### config.mk
export PLATFORM = sky130hd
export DESIGN_NAME = board_renderer
export DESIGN_NICKNAME = d
export VERILOG_FILES = /design/src/rtl/board_renderer.sv
export SDC_FILE = /design/constraint.sdc
export NUM_CORES = 1
export LEC_CHECK = 0
export CORE_MARGIN = 2
export CORE_UTILIZATION = 35
export CTS_BUF_LIST = sky130_fd_sc_hd__clkbuf_16
export DETAILED_ROUTE_END_ITERATION = 8
export PLACE_DENSITY = 0.58
export SKIP_LAST_GASP = 1
export SLEW_MARGIN = 20
export SYNTH_ARGS = -nofsm -noshare
export SYNTH_HDL_FRONTEND = slang
export SYNTH_SLANG_ARGS = --single-unit
export TNS_END_PERCENT = 50
### constraint.sdc
create_clock -name clock -period 3.9 [get_ports clock]
set_clock_uncertainty 0.1 [all_clocks]
set_input_delay 0.39 -clock clock [delete_from_list [all_inputs] [get_ports clock]]
set_output_delay 0.39 -clock clock [all_outputs]
set_load 0.005 [all_outputs]
### src/rtl/board_renderer.sv
// Scans the 16x16 board RAM and paints each cell as a CELL_PX x CELL_PX square on the VGA adapter.
// Optional macro BOARD_GRID_LINES_EN draws the top row and left column of every cell in white.
module board_renderer #(
  parameter int          CELL_PX      = 28,
  parameter int          ORIGIN_X     = 96,
  parameter int          ORIGIN_Y     = 16,
  parameter logic [2:0]  EMPTY_COLOUR = 3'b000
) (
  input  logic        clock,
  input  logic        reset,
  input  logic        start,
  output logic        busy,
  output logic        done,
  output logic [8:0]  mem_address,
  output logic        mem_read,
  input  logic [2:0]  mem_q,
  output logic [9:0]  oX,
  output logic [8:0]  oY,
  output logic [2:0]  oColour,
  output logic        plot
);

  localparam int PW = $clog2(CELL_PX + 1);
  localparam logic [PW-1:0] LAST = PW'(CELL_PX - 1);

  typedef enum logic [2:0] {IDLE, FETCH, WAIT, LATCH, PAINT, NEXT, DONE} state_t;

  state_t          state_q;
  logic [3:0]      cx_q, cy_q;
  logic [PW-1:0]   px_q, py_q;
  logic [2:0]      cellColour_q;

  logic [PW-1:0]   px_d, py_d;
  logic [3:0]      cx_d, cy_d;
  logic            lastPixel;
  logic [2:0]      latchColour, firstColour, paintColour;
  logic [9:0]      cellX;
  logic [8:0]      cellY;

  always_comb begin
    lastPixel = (px_q == LAST) && (py_q == LAST);
    if (px_q == LAST) begin
      px_d = '0;
      py_d = py_q + 1'b1;
    end else begin
      px_d = px_q + 1'b1;
      py_d = py_q;
    end
    cx_d = cx_q + 4'd1;
    cy_d = (cx_q == 4'hF) ? cy_q + 4'd1 : cy_q;
    latchColour = (mem_q == 3'b000) ? EMPTY_COLOUR : mem_q;
    cellX = 10'(ORIGIN_X) + 10'(cx_q) * 10'(CELL_PX);
    cellY = 9'(ORIGIN_Y) + 9'(cy_q) * 9'(CELL_PX);
`ifdef BOARD_GRID_LINES_EN
    firstColour = 3'b111;
    paintColour = (px_d == '0 || py_d == '0) ? 3'b111 : cellColour_q;
`else
    firstColour = latchColour;
    paintColour = cellColour_q;
`endif
  end

  // Outputs are loaded on the transition into a state, so they line up with state_q.
  always_ff @(posedge clock) begin
    if (reset) begin
      state_q      <= IDLE;
      cx_q         <= '0;
      cy_q         <= '0;
      px_q         <= '0;
      py_q         <= '0;
      cellColour_q <= '0;
      busy         <= 1'b0;
      done         <= 1'b0;
      mem_read     <= 1'b0;
      mem_address  <= '0;
      plot         <= 1'b0;
      oX           <= '0;
      oY           <= '0;
      oColour      <= '0;
    end else begin
      case (state_q)
        IDLE: begin
          done     <= 1'b0;
          plot     <= 1'b0;
          mem_read <= 1'b0;
          busy     <= 1'b0;
          if (start) begin
            state_q     <= FETCH;
            cx_q        <= '0;
            cy_q        <= '0;
            busy        <= 1'b1;
            mem_read    <= 1'b1;
            mem_address <= '0;
          end
        end
        FETCH: begin
          mem_read <= 1'b0;
          state_q  <= WAIT;
        end
        WAIT: state_q <= LATCH;
        LATCH: begin
          cellColour_q <= latchColour;
          px_q         <= '0;
          py_q         <= '0;
          plot         <= 1'b1;
          oX           <= cellX;
          oY           <= cellY;
          oColour      <= firstColour;
          state_q      <= PAINT;
        end
        PAINT: begin
          if (lastPixel) begin
            plot    <= 1'b0;
            state_q <= NEXT;
          end else begin
            px_q    <= px_d;
            py_q    <= py_d;
            oX      <= cellX + 10'(px_d);
            oY      <= cellY + 9'(py_d);
            oColour <= paintColour;
          end
        end
        NEXT: begin
          cx_q <= cx_d;
          cy_q <= cy_d;
          if (cx_q == 4'hF && cy_q == 4'hF) begin
            state_q <= DONE;
            done    <= 1'b1;
          end else begin
            state_q     <= FETCH;
            mem_read    <= 1'b1;
            mem_address <= {1'b0, cy_d, cx_d};
          end
        end
        DONE: begin
          done    <= 1'b0;
          busy    <= 1'b0;
          state_q <= IDLE;
        end
        default: state_q <= IDLE;
      endcase
    end
  end

endmodule

# Word level (Yosys, flattened, before mapping)
# Cells that the tools add are included.
dict set report totals {
  inputBits 6
  rom_bits 0
  wordCells 89
  ram_bits 0
  mem_count 0
  register_bits 59
  latch_bits 0
  output_inout_bits 35
}
dict set report classes {
  eq_ne 15
  bitwise 0
  magnitude_cmp 0
  n_addsub 8
  mul 2
  n_mux 32
  div_mod_pow 0
  shifts 0
  reduce_logical 18
}
# op count
set ops {}
lappend ops {{$pmux 9 s2} 2}
lappend ops {{$mux 9} 3}
lappend ops {{$mux 5} 4}
lappend ops {{$pmux 10 s2} 1}
lappend ops {{$pmux 5 s2} 2}
lappend ops {{$pmux 3 s6} 1}
lappend ops {{$pmux 4 s2} 2}
lappend ops {{$mux 3} 5}
lappend ops {{$mul 4x3->7 const B} 2}
lappend ops {{$reduce_and 2->1} 6}
lappend ops {{$add 10x5->10} 1}
lappend ops {{$add 5x1->5 const B} 2}
lappend ops {{$add 7x9->10 const A} 1}
lappend ops {{$eq 5x5->1 const B} 2}
lappend ops {{$mux 10} 1}
lappend ops {{$ne 2x2->1 const B} 5}
lappend ops {{$add 5x9->9 const A} 1}
lappend ops {{$add 9x5->9} 1}
lappend ops {{$eq 3x3->1 const B} 3}
lappend ops {{$add 4x1->4 const B} 2}
lappend ops {{$eq 4x4->1 const B} 2}
lappend ops {{$mux 4} 2}
lappend ops {{$reduce_bool 2->1} 4}
lappend ops {{$eq 3x2->1 const B} 2}
lappend ops {{10 further kinds} 18}

# Depth between registers and ports, before layout
dict set report logic_depth {
  word_depth 5
  depth_mapped 13
}

# Worst setup path after synthesis
# OpenSTA, ideal clock, no wires.
dict set report synth_path {
  path_type {flip-flop to flip-flop}
  startpoint {reg cx_q[2]}
  endpoint {reg oX[8]}
  arrival_ns 2.803
  setup_ns 0.086
  required_ns 3.714
  path_stages_with_launch 12
  path_buffers 0
  slack_ns 0.911
  path_cell_list {dfxtp_1 -> fa_1 -> ha_1 -> fa_1 -> xnor2_1 -> inv_1 -> ha_1 -> inv_1 -> xnor3_1 -> nand3b_1 -> xnor2_1 -> a211oi_1}
}
dict set report synth_between {
  elab_chain_len 5
}
# item line
set synth_lines {}
lappend synth_lines {{start, declared} 29} ;# logic [3:0] cx_q, cy_q;
lappend synth_lines {{start signal, assigned} 67} ;# cx_q <= '0;
lappend synth_lines {{start signal, assigned} 89} ;# cx_q <= '0;
lappend synth_lines {{start signal, assigned} 124} ;# cx_q <= cx_d;
lappend synth_lines {{$mul 4x3->7 *} 52} ;# cellX = 10'(ORIGIN_X) + 10'(cx_q) * 10'(CELL_PX);
lappend synth_lines {{$add 7x9->10 *} 52}
lappend synth_lines {{$add 10x5->10} 118} ;# oX <= cellX + 10'(px_d);
lappend synth_lines {{$mux 10} 112} ;# if (lastPixel) begin
lappend synth_lines {{$pmux 10 s2 *} 81} ;# case (state_q)
lappend synth_lines {{end signal, assigned} 106} ;# oX <= cellX;
lappend synth_lines {{end signal, assigned} 118}
lappend synth_lines {{end, declared} 17} ;# output logic [9:0] oX,
# Every way passes the cells marked *; elsewhere a longest branch is shown, timed or not. The select of a mux whose other input is x is not followed.
# A chain may end at the register's enable or synchronous reset.

# Worst setup path after layout
# Ends and elaborated chain as after synthesis.

==> flow_summary.yaml <==
route:
  ant_nets: 0
  dr.pass1.iters: 4
  drc: 0
  routedWlPerCell_um: 12.9
  wl_mm: 7.29
  viasPerCell: 4.92
  vias: 2775
  drtIter0Drc: 86
layout:
  seqCellArea_mm2: 0.00108
  multiInputGateArea_mm2: 0.00210
  final_cells: 564
  mostFrequentLayoutCell: "dfxtp_1"
  nets: 473
  layout-drive-gt1-share_pct: 4.64
  num_antenna_cells: 0
  fill_cells: 1019
  syn_to_final_growth_pct: 16.6
  layout_common_cells: "54 x dfxtp_1, 52 x nand2_1, 47 x nor2_1"
clocking:
  clock-sinks: 54
  tritoncts: "done"
  clk_pin_slew_ns: 0.07
  cts-htree-levels: 2
  cts_resized: 0
  insertion_delay_ns: 0.29
  cts-root-buf: "clkbuf_16"
  cts_buffers: 5
  clk_path_buf_depth: 2
  hold_buffers: 0
  postCtsSetupBuffers: 0
global_route:
  grt_max_degree: 55
  antenna_found_initial: 0
  grt_pass1_vias: 2554
  grt_pass1_wl_mm: 12.2
  track_usage_pct: 14.5
  overflow: 0
synth:
  ys_ff_latch: 54
  synth_cell_type_count: 47
  ys_warn_count: 0
  syn_avg_cell_area_um2: 8.33
  synth-xor-area-share_pct: 7.09
  synthSimpleGateAreaFrac_pct: 20.2
  syn-num-nets: 452
  async_flop_share_pct: 0
  synth.area.mux_share_pct: 0.587
  synth-compound-area-share_pct: 17.8
  synth-main-ff-cell: "dfxtp_1"
  synth_edf_count: 0
  synth_top_family_by_area: "simple AND/OR/NAND/NOR gates"
  yosysSeqAreaShare_pct: 31.7
  syn_area_mm2: 0.00341
  yosys.area_share.adder_pct: 15.8
  synthCells: 409
sta:
  worst-slew-pin-transition_ns: 1.05
  period_minus_slack_ns: 3.21
  hold_viol: 0
  setup_viol: 0
  fin_setup_tns_ns: 0
  fin_crit_sh_pct: 82.3
  max_freq_mhz: 312
  slew_viol_final: 0
  rsz0062_at_grt: "no"
  max_slew_margin_pct: 30.0
placement:
  dp.cells: 556
  portBuffers: 39
  post-dp-hpwl_mm: 5.26
  place.gp.congestion: 0.779
min_path:
  min_path_type: "reg2reg"
  hp-start: "cellColour_q[1]"
die:
  core_mm2: 0.00959
  die_area_mm2: 0.0105
  fp-row-count: 36
  pin_count: 41
  fp.dieW_um: 103
  die_y_um: 103
  start_util_pct: 35.5
critical_path:
  cp.arrival_ns: 3.31
  cp_max_fo: 8
  rr_endpoint: "oX[8]"
  r2r-start: "cx_q[2]"
  crit_path_start: "cx_q[2]"
  rrSetupSlack_ns: 0.69
  start_kind: "flop"
  path_class: "reg2reg"
  ff2ff_path_depth: 11
  critPathRequiredTime_ns: 4.00
  end_kind: "flop"
  endpoint: "oX[8]"
flow_run:
  max_cap_viol_count: 0
outcome:
  run_status: "complete, no violations"
power:
  power.leakage_uw: 0.00154
  powerDensity_mw_per_mm2: 305
  ir_drop_v: 0.000199
## state kept, by name, indices dropped and copies added, names as in the netlist
register / count
busy: 1
cellColour_q: 3
cx_q: 4
cy_q: 4
done: 1
mem_address: 8
mem_read: 1
oColour: 3
oX: 10
oY: 9
plot: 1
px_q: 3
py_q: 3
state_q: 3
## final cells by class
type / instances / area share, %
Sequential cell: 54 / 27.2
Clock buffer: 5 / 3.15
Inverter: 15 / 1.42
Multi-Input combinational cell: 311 / 52.8
Timing Repair Buffer: 43 / 10.8
Clock inverter: 3 / 0.441
Tap cell: 133 / 4.19
## power breakdown
group / total (uW) / internal, uW / switching [uW]
registers: 606 / 578 / 28.0
clock network: 440 / 236 / 204
logic: 166 / 79.4 / 86.5
## synth_stat cells (3+ instances only)
master     n  share of area (%)
nand4_1    3               0.55
xor2_1     7                1.8
buf_4      7                1.5
buf_2      4               0.59
ha_1      27                9.9
a21oi_1   41                6.0
nor2b_1    5               0.92
a21o_1     5                1.1
dfxtp_1   54                 32
a211oi_1   7                1.5
nor3_1     9                1.3
buf_6      4                1.3
o21ai_0   14                2.1
a311oi_2   4                1.8
a22oi_1    5                1.1
o211ai_1   3               0.66
inv_1     15                1.7
clkbuf_1  13                1.4
nor2_1    47                5.2
and3_1     3               0.55
nand3_1   18                2.6
fa_1      10                5.9
nand2_1   52                5.7
a311oi_1   3               0.77
xnor2_1   18                4.6
and2_1     3               0.55
a31oi_1    3               0.55
## stage by stage
stage / setup WS (ns) / power [uW] / instance area [um2] / hold slack [ns] / utilization (%)
after floorplan: 0.911 / 723 / 3410 / 0.337 / -
after global routing: 0.412 / 1280 / 3980 / 0.379 / 41.4
after CTS: 0.692 / 1230 / 3980 / 0.360 / 41.4
after global placement: 0.790 / 785 / 3830 / 0.341 / 39.9
after detailed placement: 0.697 / 787 / 3830 / 0.347 / 39.9
final: 0.692 / 1210 / 3980 / 0.355 / 41.4
## logic make-up (layout without fill, tap and decap cells)
kind of cell / count (synthesis) / count (layout)
simple gates: 153 / 153
compound gates: 92 / 92
flops: 54 / 54
buf+inv: 44 / 66
fa+ha+maj: 37 / 37
xor+xnor: 26 / 26
mux: 2 / 2
other cells: 1 / 1
## worst min-delay path by stage
stage	end	slack, ns	cells past startpoint
floorplan	cellColour_q[0]	0.34	2
global placement	oY[3]	0.34	2
detailed placement	mem_address[6]	0.35	2
CTS	oY[3]	0.36	2
global route	mem_address[6]	0.38	2
finish	cellColour_q[1]	0.35	2
## routing by layer
| layer | global-route usage, % | wire length (um) | vias up |
|---|---|---|---|
| met5 | 0 | 0 | - |
| met4 | 4.31 | 101 | 0 |
| met3 | 2.44 | 165 | 9 |
| met2 | 23.0 | 3360 | 29 |
| met1 | 20.4 | 3670 | 1302 |
| li1 | - | - | 1435 |
## worst max-delay path, stage by stage, from the launching register on
cell and delay (ns):
dfxtp_1 0.52, fa_1 0.48, ha_1 0.24, fa_1 0.40, xnor2_1 0.23, inv_1 0.10, ha_1 0.20, inv_1 0.08
xnor3_1 0.35, nand3b_1 0.12, xnor2_1 0.06, a211oi_1 0.22
No activity file was read; power rests on OpenSTA's default activity.
